--- src/rtl/ps2_key_pkg.sv ---
// rtl/ps2_key_pkg.sv - shared constants, FSM state encoding and event record for the PS/2 key tracker
//
// Contents:
//   PS2_EXT / PS2_BRK / PS2_PAUSE  prefix bytes of the set-2 scan code stream
//   ps2_state_t                    decoder FSM state encoding
//   ps2_evt_t                      event record {brk, code[8:0]} stored in the event FIFO
package ps2_key_pkg;

    localparam logic [7:0] PS2_EXT   = 8'hE0;
    localparam logic [7:0] PS2_BRK   = 8'hF0;
    localparam logic [7:0] PS2_PAUSE = 8'hE1;

    // Code reported for the Pause key once its whole sequence has been swallowed.
    localparam logic [8:0] PS2_PAUSE_CODE = 9'h1E1;

    // ST_SKIP is only reachable when the Pause filter is built in.
    typedef enum logic [2:0] {
        ST_IDLE    = 3'd0,
        ST_EXT     = 3'd1,
        ST_BRK     = 3'd2,
        ST_EXT_BRK = 3'd3,
        ST_SKIP    = 3'd4
    } ps2_state_t;

    typedef struct packed {
        logic       brk;
        logic [8:0] code;
    } ps2_evt_t;

endpackage

--- src/rtl/ps2_event_fifo.sv ---
// rtl/ps2_event_fifo.sv - small synchronous FIFO carrying key events
//
// Ports:
//   clk, rst   clock and synchronous active-high reset (empties the FIFO)
//   push       write wdata; ignored when full unless a pop happens in the same cycle
//   pop        drop the head entry; ignored when empty
//   wdata      entry to write
//   rdata      head entry (valid while empty is low)
//   full       DEPTH entries stored
//   empty      no entries stored
module ps2_event_fifo #(
    parameter int DEPTH = 4,
    parameter int WIDTH = 10
) (
    input  logic             clk,
    input  logic             rst,
    input  logic             push,
    input  logic             pop,
    input  logic [WIDTH-1:0] wdata,
    output logic [WIDTH-1:0] rdata,
    output logic             full,
    output logic             empty
);

    localparam int AW = $clog2(DEPTH);

    logic [WIDTH-1:0] mem [DEPTH];
    logic [AW-1:0]    wr_ptr;
    logic [AW-1:0]    rd_ptr;
    logic [AW:0]      count;
    logic             do_push;
    logic             do_pop;

    assign empty = (count == '0);
    assign full  = (count == (AW+1)'(DEPTH));

    // A pop frees a slot in the same cycle, so a push while full still lands.
    assign do_pop  = pop & ~empty;
    assign do_push = push & (~full | do_pop);

    assign rdata = mem[rd_ptr];

    always_ff @(posedge clk) begin
        if (do_push) begin
            mem[wr_ptr] <= wdata;
        end
    end

    // DEPTH is a power of two, so pointers wrap naturally.
    always_ff @(posedge clk) begin
        if (rst) begin
            wr_ptr <= '0;
            rd_ptr <= '0;
            count  <= '0;
        end else begin
            if (do_push) begin
                wr_ptr <= wr_ptr + AW'(1);
            end
            if (do_pop) begin
                rd_ptr <= rd_ptr + AW'(1);
            end
            case ({do_push, do_pop})
                2'b10:   count <= count + (AW+1)'(1);
                2'b01:   count <= count - (AW+1)'(1);
                default: count <= count;
            endcase
        end
    end

endmodule

--- src/rtl/ps2_key_tracker.sv ---
// rtl/ps2_key_tracker.sv - PS/2 scan code decoder with held-key table, repeat suppression and event FIFO
//
// Optional build macro: PS2_PAUSE_FILTER_EN (collapse the E1 Pause sequence into one press event)
//
// Ports:
//   clk, rst        clock and synchronous active-high reset
//   ps2_data        byte from the PS/2 receiver
//   ps2_ready       receiver has a byte available
//   ps2_nextdata_n  active-low one-cycle pop strobe back to the receiver
//   evt_valid       event FIFO non-empty
//   evt_ready       consumer pops the head event while evt_valid is high
//   evt_code        head event code {extended, scan[7:0]}
//   evt_break       head event is a release (1) or a press (0)
//   press_count     genuine new presses, wraps modulo 2^CNT_W
//   held_count      occupied held-table slots
//   last_code       code of the most recent genuine press
//   key_active      at least one key held
//   evt_overflow    sticky: an event was dropped on a full FIFO
module ps2_key_tracker
    import ps2_key_pkg::*;
#(
    parameter int CNT_W      = 8,
    parameter int FIFO_DEPTH = 4,
    parameter int HELD_SLOTS = 4
) (
    input  logic                              clk,
    input  logic                              rst,
    input  logic [7:0]                        ps2_data,
    input  logic                              ps2_ready,
    output logic                              ps2_nextdata_n,
    output logic                              evt_valid,
    input  logic                              evt_ready,
    output logic [8:0]                        evt_code,
    output logic                              evt_break,
    output logic [CNT_W-1:0]                  press_count,
    output logic [$clog2(HELD_SLOTS+1)-1:0]   held_count,
    output logic [8:0]                        last_code,
    output logic                              key_active,
    output logic                              evt_overflow
);

    localparam int HC_W = $clog2(HELD_SLOTS+1);

    ps2_state_t            state;
    ps2_state_t            state_next;
    logic                  accept;
    logic                  ev_make;
    logic                  ev_break;
    logic                  ev_ext;
    logic                  pause_evt;
    logic [8:0]            ev_code;
    logic                  hit;
    logic                  new_press;
    logic                  push;
    logic                  pop;
    logic                  fifo_full;
    logic                  fifo_empty;
    ps2_evt_t              push_evt;
    ps2_evt_t              head_evt;

    logic [HELD_SLOTS-1:0] slot_valid;
    logic [8:0]            slot_code [HELD_SLOTS];
    logic [HELD_SLOTS-1:0] match_mask;
    logic [HELD_SLOTS-1:0] ins_mask;
    logic [HELD_SLOTS-1:0] clr_mask;
    logic [HC_W-1:0]       valid_cnt;

`ifdef PS2_PAUSE_FILTER_EN
    logic [2:0]            skip_cnt;
`endif

    // The strobe low cycle doubles as a guard against re-reading the same byte.
    assign accept = ps2_ready & ps2_nextdata_n;

    always_comb begin
        state_next = state;
        ev_make    = 1'b0;
        ev_break   = 1'b0;
        ev_ext     = 1'b0;
        pause_evt  = 1'b0;
        if (accept) begin
            case (state)
                ST_IDLE: begin
                    if (ps2_data == PS2_EXT) begin
                        state_next = ST_EXT;
                    end else if (ps2_data == PS2_BRK) begin
                        state_next = ST_BRK;
                    end
`ifdef PS2_PAUSE_FILTER_EN
                    else if (ps2_data == PS2_PAUSE) begin
                        state_next = ST_SKIP;
                        pause_evt  = 1'b1;
                    end
`endif
                    else begin
                        ev_make = 1'b1;
                    end
                end
                ST_EXT: begin
                    if (ps2_data == PS2_BRK) begin
                        state_next = ST_EXT_BRK;
                    end else begin
                        ev_make    = 1'b1;
                        ev_ext     = 1'b1;
                        state_next = ST_IDLE;
                    end
                end
                ST_BRK: begin
                    ev_break   = 1'b1;
                    state_next = ST_IDLE;
                end
                ST_EXT_BRK: begin
                    ev_break   = 1'b1;
                    ev_ext     = 1'b1;
                    state_next = ST_IDLE;
                end
`ifdef PS2_PAUSE_FILTER_EN
                ST_SKIP: begin
                    if (skip_cnt == 3'd1) begin
                        state_next = ST_IDLE;
                    end
                end
`endif
                default: state_next = ST_IDLE;
            endcase
        end
    end

    assign ev_code = {ev_ext, ps2_data};

    // Held-table lookup: at most one slot can match since codes are never stored twice.
    always_comb begin
        match_mask = '0;
        for (int i = 0; i < HELD_SLOTS; i++) begin
            match_mask[i] = slot_valid[i] && (slot_code[i] == ev_code);
        end
    end

    assign hit       = |match_mask;
    assign new_press = (ev_make & ~hit) | pause_evt;
    assign push      = new_press | ev_break;

    // Lowest free slot as a one-hot mask; all-zero when the table is full.
    always_comb begin
        logic found;
        found    = 1'b0;
        ins_mask = '0;
        if (ev_make && !hit) begin
            for (int i = 0; i < HELD_SLOTS; i++) begin
                if (!slot_valid[i] && !found) begin
                    ins_mask[i] = 1'b1;
                    found       = 1'b1;
                end
            end
        end
    end

    assign clr_mask = ev_break ? match_mask : '0;

    always_comb begin
        valid_cnt = '0;
        for (int i = 0; i < HELD_SLOTS; i++) begin
            valid_cnt = valid_cnt + HC_W'(slot_valid[i]);
        end
    end

    assign held_count = valid_cnt;
    assign key_active = (valid_cnt != '0);

    always_comb begin
        push_evt.brk  = ev_break;
        push_evt.code = pause_evt ? PS2_PAUSE_CODE : ev_code;
    end

    assign pop = ~fifo_empty & evt_ready;

    ps2_event_fifo #(
        .DEPTH (FIFO_DEPTH),
        .WIDTH ($bits(ps2_evt_t))
    ) u_fifo (
        .clk   (clk),
        .rst   (rst),
        .push  (push),
        .pop   (pop),
        .wdata (push_evt),
        .rdata (head_evt),
        .full  (fifo_full),
        .empty (fifo_empty)
    );

    assign evt_valid = ~fifo_empty;
    assign evt_code  = head_evt.code;
    assign evt_break = head_evt.brk;

    always_ff @(posedge clk) begin
        if (rst) begin
            state          <= ST_IDLE;
            ps2_nextdata_n <= 1'b1;
            press_count    <= '0;
            last_code      <= '0;
            evt_overflow   <= 1'b0;
            slot_valid     <= '0;
        end else begin
            state          <= state_next;
            ps2_nextdata_n <= ~accept;
            if (new_press) begin
                press_count <= press_count + CNT_W'(1);
                last_code   <= push_evt.code;
            end
            if (push && fifo_full && !pop) begin
                evt_overflow <= 1'b1;
            end
            slot_valid <= (slot_valid & ~clr_mask) | ins_mask;
        end
    end

    // Slot codes are qualified by slot_valid, so they need no reset.
    always_ff @(posedge clk) begin
        for (int i = 0; i < HELD_SLOTS; i++) begin
            if (ins_mask[i]) begin
                slot_code[i] <= ev_code;
            end
        end
    end

`ifdef PS2_PAUSE_FILTER_EN
    // Counts the seven bytes that follow the leading E1 of the Pause sequence.
    always_ff @(posedge clk) begin
        if (rst) begin
            skip_cnt <= '0;
        end else if (pause_evt) begin
            skip_cnt <= 3'd7;
        end else if (accept && state == ST_SKIP) begin
            skip_cnt <= skip_cnt - 3'd1;
        end
    end
`endif

endmodule
--- config.mk ---
export PLATFORM = sky130hd
export DESIGN_NAME = ps2_key_tracker
export DESIGN_NICKNAME = d
export VERILOG_FILES = /design/src/rtl/ps2_key_pkg.sv /design/src/rtl/ps2_event_fifo.sv /design/src/rtl/ps2_key_tracker.sv
export SDC_FILE = /design/constraint.sdc
export NUM_CORES = 1
export LEC_CHECK = 0
export ABC_AREA = 0
export BUFFER_PORTS_ARGS = -buffer_cell sky130_fd_sc_hd__buf_2
export CELL_PAD_IN_SITES_DETAIL_PLACEMENT = 1
export CELL_PAD_IN_SITES_GLOBAL_PLACEMENT = 1
export CORE_ASPECT_RATIO = 0.75
export CORE_UTILIZATION = 44
export CTS_CLUSTER_DIAMETER = 50
export DETAILED_ROUTE_END_ITERATION = 7
export GPL_ROUTABILITY_DRIVEN = 0
export GPL_TIMING_DRIVEN = 0
export PLACE_DENSITY_LB_ADDON = 0.3
export SYNTH_ARGS = -nofsm -noshare
export SYNTH_HDL_FRONTEND = slang
export SYNTH_SLANG_ARGS = --single-unit
--- constraint.sdc ---
create_clock -name clk -period 2.8 [get_ports clk]
set_input_delay 0.14 -clock clk [delete_from_list [all_inputs] [get_ports clk]]
set_output_delay 0.14 -clock clk [all_outputs]
set_load 0.05 [all_outputs]
==> flow_summary.toml <==
[power]
swShare_pct = 30.6
leakage_nw = 2.06
power_density_nw_per_um2 = 712
combPwrFrac_pct = 20.7
p_seq_share_pct = 48.3
p_int_mw = 2.71
pwr-share-clk_pct = 31.0
irDropWorstVdd_mv = 0.340
power.switching_mw = 1.19

[global_routing]
grt_use_met3_pct = 4.55
antenna_found_initial = 0
grt_use_total_pct = 19.1
overflow = 0
grtUsageMet2_pct = 30.7
gr-usage-met1_pct = 25.9
grt.busiest_layer = "met2"
grt_max_degree = 20
first_global_vias = 2800
grt_pass1_wl_um = 15300

[sta]
final_max_slew_viol_count = 0
setup_viol = 0
period_needed_ns = 2.78
fin_crit_sh_pct = 99.3
worst_pin_slew_ns = 0.879
max_freq_mhz = 360
rsz0062_at_grt = "true"
finClkSkew_ns = 0.00820
slew_headroom_pct = 40.5
hold_viol_final = 0
finalWorstSetupSlack_ns = 0.0205

[route]
vias = 2723
postRouteAntennaNets = 0
vias_per_cell = 5.17
dr.pass1.iters = 4
wire_per_inst_um = 18.7
drc = 0
totalWireLength_um = 9870
drt_first_iter_violations = 206

[critical_path]
critical_path_required_ns = 2.82
crit_path_start_kind = "flop"
crit_fanout = 10
rr_endpoint = "u_fifo.mem[3][8]$_DFFE_PP_"
reg2reg_slack_ns = 0.02
reg2reg_from = "state[0]$_SDFFE_PP0P_"
setup.worst_path.start = "state[0]$_SDFFE_PP0P_"
ff2ff_path_depth = 8
worstPathArrival_ns = 2.80
worstSetupEndpointType = "flop"
path_class = "reg -> reg"

[floorplanning]
std_cell_rows = 32
fp.dieArea_um2 = 10900
core_um2 = 10200
die_w_um = 120
fp.dieH_um = 90.8
ios = 46
start_util_pct = 45.1

[final_layout]
regArea_um2 = 2970
area_delta_synth_final_pct = 18.4
num-fill-cells = 1043
drive_gt1_share_pct = 29.2
finalNetCount = 409
final_common_cell = "edfxtp_1"
diodes = 0
final_cell_mix = "76 x edfxtp_1, 51 x buf_2, 32 x dfxtp_1"
stdcell_count = 527
multi_input_area_um2 = 1620

[clocking]
cts.reportedPaths.clkPinSlew_ns = 0.07
cts_root_buf = "clkbuf_16"
htree_levels = 3
clock_latency_ns = 0.35
max-clock-path-buffers = 2
cts_tree = "yes"
cts-buffers-inserted = 9
clock-sinks = 110

[synthesis]
synth_cell_types = 44
yosys.area.top_type_share_pct = 49.4
syn_nets = 345
ys_ff_latch = 110
synth-edff-count = 76
synth_async_sr_flop_share_pct = 0
yosysTopAreaCell = "edfxtp_1"
syn-instance-count = 322
ys_warn_count = 0
syn_area_um2 = 4620
yosysSeqAreaShare_pct = 64.1
synth_area_leaders = "edfxtp_1 49%, dfxtp_1 15%, xor2_1 5.5%"
syn_area_per_cell_um2 = 14.4
synth-main-ff-cell = "edfxtp_1"

[min_path]
hp-start = "ps2_ready"
min_to = "ps2_nextdata_n$_SDFF_PP1_"
hold_depth = 2
holdCritPathClass = "in -> reg"

[placement]
place_hpwl_um = 6740
io_buffers = 45
dp_slack_ns = -0.562
place_inst = 503

[run]
drv_cap = 0

[run_status]
status = "finished, final reports clean"
==> cells in the mapped netlist, types with 2 or more instances <==
| cell | count |
|---|---|
| a21oi_1 | 6 |
| mux4_2 | 10 |
| and2_1 | 5 |
| edfxtp_1 | 76 |
| xor2_1 | 29 |
| nand2_1 | 8 |
| and3_1 | 3 |
| buf_4 | 3 |
| dfxtp_1 | 34 |
| ha_1 | 9 |
| nor2_1 | 30 |
| inv_1 | 14 |
| nand3_1 | 5 |
| or3_1 | 3 |
| mux2i_1 | 13 |
| nand4_1 | 6 |
| nor4_1 | 6 |
| fa_1 | 2 |
| nor3_1 | 9 |
| o31ai_1 | 2 |
| o21a_1 | 2 |
| clkbuf_1 | 4 |
| xnor2_1 | 16 |
| buf_2 | 7 |
==> worst max-delay path by stage <==
stage | to | slack [ns] | cells after the start
floorplan | slot_code[1][0]$_DFFE_PP_ | 0.05 | 7
global placement | slot_code[1][4]$_DFFE_PP_ | -0.49 | 9
detailed placement | slot_code[1][7]$_DFFE_PP_ | -0.56 | 9
CTS | slot_code[3][6]$_DFFE_PP_ | 0.02 | 8
global route | u_fifo.mem[0][3]$_DFFE_PP_ | -0.15 | 8
finish | u_fifo.mem[3][8]$_DFFE_PP_ | 0.02 | 8
==> power by group through the flow <==
stage / Sequential (mW) / Clock, mW / Combinational, mW
after floorplan: 1.95 / 0 / 0.585
after global placement: 1.91 / 0 / 0.788
after detailed placement: 1.92 / 0 / 0.801
after CTS: 1.88 / 1.25 / 0.818
after global routing: 1.89 / 1.29 / 0.867
final: 1.88 / 1.21 / 0.807
==> what timing repair did <==
action / CTS / global route
pin swaps: 1 / 5
cloned: 0 / 1
endpoints found under the hold margin: 0 / 0
endpoints found under the setup margin: 89 / 87
buffers inserted: 5 / 2
resized for setup: 15 / 7
hold buffers: 0 / 0
==> final cells by class <==
class | instances | area share [%]
plain buffers | 15 | 1.51
repair buffers | 52 | 5.53
clock buffers | 9 | 4.11
well taps | 136 | 3.11
multi-input cells | 184 | 29.6
clock inverters | 7 | 1.03
flip-flops and latches | 110 | 54.2
inverters | 14 | 0.960
==> layer usage <==
layer / vias to the layer above / share of wire, %
met5: - / 0
met4: 0 / 1.1
met3: 13 / 3.1
met2: 42 / 49
met1: 1376 / 47
li1: 1292 / -
==> flip-flops by register name, summed over array words and instances (netlist names), named ones only <==
| register | flops |
|---|---|
| evt_overflow | 1 |
| last_code | 9 |
| press_count | 8 |
| ps2_nextdata_n | 1 |
| slot_code | 36 |
| slot_valid | 4 |
| state | 2 |
| u_fifo.count | 3 |
| u_fifo.mem | 40 |
| u_fifo.rd_ptr | 2 |
| u_fifo.wr_ptr | 2 |
==> cell families after synthesis <==
group,after synthesis,synth area share [%]
xor+xnor,46,8.87
mux,24,7.93
fa+ha+maj,11,3.30
compound gates,18,3.36
simple gates,84,9.69
buf+inv,29,2.79
flops,110,64.1
==> critical path: stages (launching register included) <==
cell     delay, ns
dfxtp_1       0.39
nand3_1       0.15
a31oi_4       0.23
buf_12        0.15
xor2_1        0.26
o22ai_2       0.15
or3_4         0.39
a21oi_2       0.32
and2_2        0.40
==> through the flow <==
step	TNS, ns	hold WS, ns	cell area [um2]	utilization (%)	power [mW]
after floorplan	0	0.226	4630	-	2.53
after global placement	-36.78	0.373	5030	49.1	2.70
after detailed placement	-43.77	0.380	5030	49.1	2.72
after CTS	0	0.00775	5400	52.7	3.95
after global routing	-6.14	0.0325	5480	53.4	4.05
final	0	0.0209	5480	53.4	3.90
(Power assumes the default switching activity.)
